===== src/rtl/keypad_pkg.sv =====
// Shared types and key map for the 4x4 keypad encoder.
package keypad_pkg;

  typedef enum logic [1:0] {SCAN, DEBOUNCE, HELD, RELEASE} kp_state_t;

  localparam logic [3:0] KEY_STAR = 4'hE;
  localparam logic [3:0] KEY_HASH = 4'hF;

  // Indexed by {row index, col index}.
  localparam logic [3:0] KEY_MAP [16] = '{
    4'h1, 4'h2, 4'h3, 4'hA,
    4'h4, 4'h5, 4'h6, 4'hB,
    4'h7, 4'h8, 4'h9, 4'hC,
    KEY_STAR, 4'h0, KEY_HASH, 4'hD
  };

  function automatic logic is_single(input logic [3:0] v);
    return (v != 4'd0) && ((v & (v - 4'd1)) == 4'd0);
  endfunction

  function automatic logic [1:0] onehot_idx(input logic [3:0] v);
    logic [1:0] idx;
    idx = 2'd0;
    for (int i = 0; i < 4; i++) begin
      if (v[i]) idx = 2'(i);
    end
    return idx;
  endfunction

endpackage


===== src/rtl/keypad_encoder_row_synchronizer.sv =====
// Two-flop synchronizer for the asynchronous keypad row lines.
module row_synchronizer (
  input  logic       clk,
  input  logic       nrst,
  input  logic [3:0] row_i,
  output logic [3:0] row_o
);

  logic [3:0] meta_q;
  logic [3:0] sync_q;

  always_ff @(posedge clk or negedge nrst) begin
    if (!nrst) begin
      meta_q <= 4'd0;
      sync_q <= 4'd0;
    end else begin
      meta_q <= row_i;
      sync_q <= meta_q;
    end
  end

  assign row_o = sync_q;

endmodule


===== src/rtl/keypad_encoder.sv =====
// 4x4 keypad scanner with debounce and ghost rejection; emits one keystrobe per press.
// Optional auto-repeat while held is compiled in with KEYPAD_AUTOREPEAT_EN.
module keypad_encoder
  import keypad_pkg::*;
#(
  parameter int unsigned SCAN_DIV     = 1000,
  parameter int unsigned DEBOUNCE_CNT = 8,
  parameter int unsigned REPEAT_DELAY = 400,
  parameter int unsigned REPEAT_RATE  = 100
) (
  input  logic       clk,
  input  logic       nrst,
  input  logic [3:0] row,
  output logic [3:0] col,
  output logic       keystrobe,
  output logic [3:0] keycode,
  output logic       keyheld
);

  localparam int unsigned DW = $clog2(SCAN_DIV);
  localparam int unsigned CW = $clog2(DEBOUNCE_CNT + 1);
  localparam logic [DW-1:0] DIV_LAST = DW'(SCAN_DIV - 1);
  localparam logic [CW-1:0] CNT_LAST = CW'(DEBOUNCE_CNT);

  logic [3:0]    row_s;
  logic [DW-1:0] div_cnt_q;
  kp_state_t     state_q;
  logic [3:0]    col_q;
  logic [1:0]    row_idx_q;
  logic [CW-1:0] cnt_q;
  logic          keystrobe_q;
  logic [3:0]    keycode_q;
  logic          keyheld_q;

  row_synchronizer u_row_sync (
    .clk   (clk),
    .nrst  (nrst),
    .row_i (row),
    .row_o (row_s)
  );

  logic          sample;
  logic [CW-1:0] cnt_inc;
  logic          cnt_done;
  logic [1:0]    hit_row;
  logic [3:0]    hit_code;
  logic [3:0]    col_next;
  logic          row_match;

  assign sample    = (div_cnt_q == DIV_LAST);
  assign cnt_inc   = cnt_q + CW'(1);
  assign cnt_done  = (cnt_inc == CNT_LAST);
  // A SCAN hit uses the live rows; DEBOUNCE uses the latched row.
  assign hit_row   = (state_q == SCAN) ? onehot_idx(row_s) : row_idx_q;
  assign hit_code  = KEY_MAP[{hit_row, onehot_idx(col_q)}];
  assign col_next  = {col_q[2:0], col_q[3]};
  assign row_match = (row_s == (4'd1 << row_idx_q));

`ifdef KEYPAD_AUTOREPEAT_EN
  localparam int unsigned RMAX = (REPEAT_DELAY > REPEAT_RATE) ? REPEAT_DELAY : REPEAT_RATE;
  localparam int unsigned RW   = $clog2(RMAX + 1);
  localparam logic [RW-1:0] DELAY_L = RW'(REPEAT_DELAY);
  localparam logic [RW-1:0] RATE_L  = RW'(REPEAT_RATE);

  logic [RW-1:0] rep_cnt_q;
  logic          rep_armed_q;
  logic [RW-1:0] rep_inc;

  assign rep_inc = rep_cnt_q + RW'(1);
`endif

  always_ff @(posedge clk or negedge nrst) begin
    if (!nrst) begin
      div_cnt_q <= '0;
    end else if (sample) begin
      div_cnt_q <= '0;
    end else begin
      div_cnt_q <= div_cnt_q + DW'(1);
    end
  end

  always_ff @(posedge clk or negedge nrst) begin
    if (!nrst) begin
      state_q     <= SCAN;
      col_q       <= 4'b0001;
      row_idx_q   <= 2'd0;
      cnt_q       <= '0;
      keystrobe_q <= 1'b0;
      keycode_q   <= 4'h0;
      keyheld_q   <= 1'b0;
`ifdef KEYPAD_AUTOREPEAT_EN
      rep_cnt_q   <= '0;
      rep_armed_q <= 1'b0;
`endif
    end else begin
      keystrobe_q <= 1'b0;
`ifdef KEYPAD_AUTOREPEAT_EN
      // Any stay outside HELD restarts the repeat timing on the next entry.
      if (state_q != HELD) begin
        rep_cnt_q   <= '0;
        rep_armed_q <= 1'b0;
      end
`endif
      if (sample) begin
        case (state_q)
          SCAN: begin
            if (is_single(row_s)) begin
              row_idx_q <= onehot_idx(row_s);
              if (DEBOUNCE_CNT == 1) begin
                keystrobe_q <= 1'b1;
                keycode_q   <= hit_code;
                keyheld_q   <= 1'b1;
                state_q     <= HELD;
              end else begin
                cnt_q   <= CW'(1);
                state_q <= DEBOUNCE;
              end
            end else begin
              col_q <= col_next;
            end
          end
          DEBOUNCE: begin
            if (row_match) begin
              cnt_q <= cnt_inc;
              if (cnt_done) begin
                keystrobe_q <= 1'b1;
                keycode_q   <= hit_code;
                keyheld_q   <= 1'b1;
                state_q     <= HELD;
              end
            end else begin
              col_q   <= col_next;
              state_q <= SCAN;
            end
          end
          HELD: begin
            if (row_s == 4'd0) begin
              if (DEBOUNCE_CNT == 1) begin
                keyheld_q <= 1'b0;
                col_q     <= col_next;
                state_q   <= SCAN;
              end else begin
                cnt_q   <= CW'(1);
                state_q <= RELEASE;
              end
            end else begin
`ifdef KEYPAD_AUTOREPEAT_EN
              if (rep_inc == (rep_armed_q ? RATE_L : DELAY_L)) begin
                keystrobe_q <= 1'b1;
                rep_cnt_q   <= '0;
                rep_armed_q <= 1'b1;
              end else begin
                rep_cnt_q <= rep_inc;
              end
`endif
            end
          end
          RELEASE: begin
            if (row_s == 4'd0) begin
              cnt_q <= cnt_inc;
              if (cnt_done) begin
                keyheld_q <= 1'b0;
                col_q     <= col_next;
                state_q   <= SCAN;
              end
            end else begin
              state_q <= HELD;
            end
          end
          default: state_q <= SCAN;
        endcase
      end
    end
  end

  assign col       = col_q;
  assign keystrobe = keystrobe_q;
  assign keycode   = keycode_q;
  assign keyheld   = keyheld_q;

endmodule


===== config.mk =====
export PLATFORM = sky130hd
export DESIGN_NAME = keypad_encoder
export DESIGN_NICKNAME = d
export VERILOG_FILES = /design/src/rtl/keypad_pkg.sv /design/src/rtl/keypad_encoder_row_synchronizer.sv /design/src/rtl/keypad_encoder.sv
export SDC_FILE = /design/constraint.sdc
export NUM_CORES = 1
export LEC_CHECK = 0
export ABC_AREA = 1
export CAP_MARGIN = 20
export CELL_PAD_IN_SITES_DETAIL_PLACEMENT = 1
export CELL_PAD_IN_SITES_GLOBAL_PLACEMENT = 2
export CORE_AREA = 5 5 85 87
export CTS_BUF_LIST = sky130_fd_sc_hd__clkbuf_4 sky130_fd_sc_hd__clkbuf_8 sky130_fd_sc_hd__clkbuf_16
export DETAILED_ROUTE_END_ITERATION = 10
export DIE_AREA = 0 0 90 92
export PLACE_DENSITY = 0.85
export SLEW_MARGIN = 20
export SYNTH_ARGS = -nofsm -noshare
export SYNTH_HDL_FRONTEND = slang
export SYNTH_SLANG_ARGS = --single-unit

===== constraint.sdc =====
create_clock -name clk -period 2.1 [get_ports clk]
set_input_delay 0.21 -clock clk [delete_from_list [all_inputs] [get_ports clk]]
set_output_delay 0.21 -clock clk [all_outputs]
set_load 0.05 [all_outputs]

==> impl_metrics.tcl <==
set metrics [dict create \
    post-route-period-util_pct 87.0 \
    yosys_warnings 0 \
    crit_family "buffers and inverters" \
    cts_sinks 36 \
    final_max_slew_viol_count 0 \
    clock_latency_ns 0.29 \
    grt_pass1_wl_mm 7.91 \
    die_w_um 90 \
    path_buf_inv 1 \
    tightest_slew_ns 0.805 \
    setup_viol 0 \
    start_kind "register" \
    ys_seq_elements 36 \
    track_usage_pct 11.3 \
    clock_skew_ns 0.0111 \
    post-place-ws_ns 0.364 \
    layout_common_cells "nand2_1 (98), inv_1 (38), dfrtp_1 (35), nor2_1 (21), nand3_1 (15)" \
    htree_levels 2 \
    holdWs_ns 0.00541 \
    num-nets-final 306 \
    dr.first_iter.drc_count 41 \
    ant_nets 0 \
    power.density_nw_per_um2 539 \
    final_util_pct 37.2 \
    pin_count 16 \
    timing.final.ws_setup_ns 0.273 \
    viasPerCell 4.60 \
    numCtsBuffers 5 \
    hpwl_mm 3.44 \
    cp.required_ns 1.89 \
    die_area_sq_um 8280 \
    maxCapViolCount 0 \
    dr.pass1.iters 4 \
    die-height_um 92 \
    cts_tree "done" \
    fmax_mhz 547 \
    rows 29 \
    n_antenna_cell 0 \
    worstSetupEndpointType "primary output" \
    slew_headroom_pct 46.3 \
    final_common_cell "nand2_1" \
    leakage_nw 1.26 \
    design_area_sq_um 2340 \
    cpPeakStageDelay_ns 0.80 \
    cts_setup_buffers 0 \
    vias 1711 \
    place_area_sq_um 2250 \
    wirelength_mm 4.38 \
    drc 0 \
    cts_hold_buf 0 \
    period_minus_slack_ns 1.83 \
    grt_max_degree 37 \
    path_clk_slew_ns 0.08 \
    ys_types 26 \
    cp_max_fo 3 \
    grt_overflow 0 \
    grt_pass1_vias 1745 \
    arrival_ns 1.62 \
    clockBufferDepth 2 \
    synthToLayoutAreaGrowth_pct 16.1 \
    syn_inst 273 \
    rsz0062_at_grt "no" \
    yosysSeqAreaShare_pct 44.8 \
    start_util_pct 32.1 \
    core-area_sq_um 6280 \
    avgRoutedWirePerCell_um 11.8 \
    synth_nets 285 \
    min_path_type "input port to asynchronous set/reset pin" \
    antenna_found_initial 0 \
    worstPathCellList "clkdlybuf4s50_1" \
    finalSetupTns_ns 0 \
    fillers 790 \
    cts_resized 0 \
    numPortBuffers 15 \
    cts_root_buffer "clkbuf_8" \
    place_congestion 0.810 \
    hold_violations 0 \
    status "finished, final reports clean" \
    path_class "register to primary output" \
    slowest_stage "clkdlybuf4s50_1" \
    drive_above_1_share_pct 11.5 \
    vdd_drop_max_mv 0.335 \
    netlist_area_sq_um 2010 \
    synth.avg_cell_area_sq_um 7.37 \
]
-- final cells by class --
type	count	area, sq um	area share [%]
multi-input combinational	191	937	40.1
sequential	36	902	38.6
tap	77	96.3	4.12
clock inverter	3	18.8	0.803
clock buffer	5	68.8	2.94
inverter	45	169	7.23
timing repair buffer	15	145	6.21
-- per-layer routing --
metal  part of all wire, %  GRT usage [%]  up-vias
li1                      -              -      894
met1                    49           15.0      790
met2                    46           18.5       21
met3                   3.3           2.21        6
met4                   1.2           4.09        0
met5                     0              0        -
-- through the flow --
stage               total power [mW]  instances
floorplan                      0.752        273
global placement               0.784        364
detailed placement             0.786        364
CTS                             1.29        372
global route                    1.33        372
finish                          1.26        372
-- worst paths after layout --
path	startpoint	endpoint	slack (ns)	depth (start not counted)
max reg2reg	div_cnt_q[0]$_DFF_PN0_	cnt_q[0]$_DFFE_PN0P_	0.38	11
min reg2reg	u_row_sync.meta_q[0]$_DFF_PN0_	u_row_sync.row_o[0]$_DFF_PN0_	0.35	0
max in group asynchronous	nrst	keyheld$_DFFE_PN0P_	1.58	1
max	col[0]$_DFFE_PN1P_	col[0]	0.27	1
min in group clk	u_row_sync.meta_q[0]$_DFF_PN0_	u_row_sync.row_o[0]$_DFF_PN0_	0.35	0
min	nrst	div_cnt_q[4]$_DFF_PN0_	0.005	1
-- kinds of logic after synthesis --
logic type	after synthesis	synth area share (%)
simple gates	162	36.1
buf+inv	46	8.64
flops	36	44.8
compound gates	22	6.28
fa+ha+maj	6	3.73
xor+xnor	1	0.435
-- state kept, by name, summed over array words and instances, names as in the netlist --
register           count
div_cnt_q             10
cnt_q                  4
col                    4
keycode                4
u_row_sync.meta_q      4
u_row_sync.row_o       4
row_idx_q              2
state_q                2
keyheld                1
keystrobe              1
-- synth_stat cells, drive strengths merged --
library cell	count	area (sq um)
a21oi	8	40.0
a31oi	1	6.26
and3	1	6.26
buf	1	5.00
clkinv	1	3.75
dfrtp	35	876
dfstp	1	26.3
ha	6	75.1
inv	44	165
nand2	100	380
nand3	18	105
nand3b	1	7.51
nand4	8	50.1
nor2	28	133
nor3	5	36.3
o21ai	13	80.1
or2	1	8.76
xor2	1	8.76
-- report_power, final --
part	internal [mW]	leakage, nW	switching (mW)
registers	0.701	0.466	0.00551
logic	0.0199	0.750	0.0434
clock network	0.231	0.0479	0.259
Note: power is estimated with default switching activity, not from simulation.
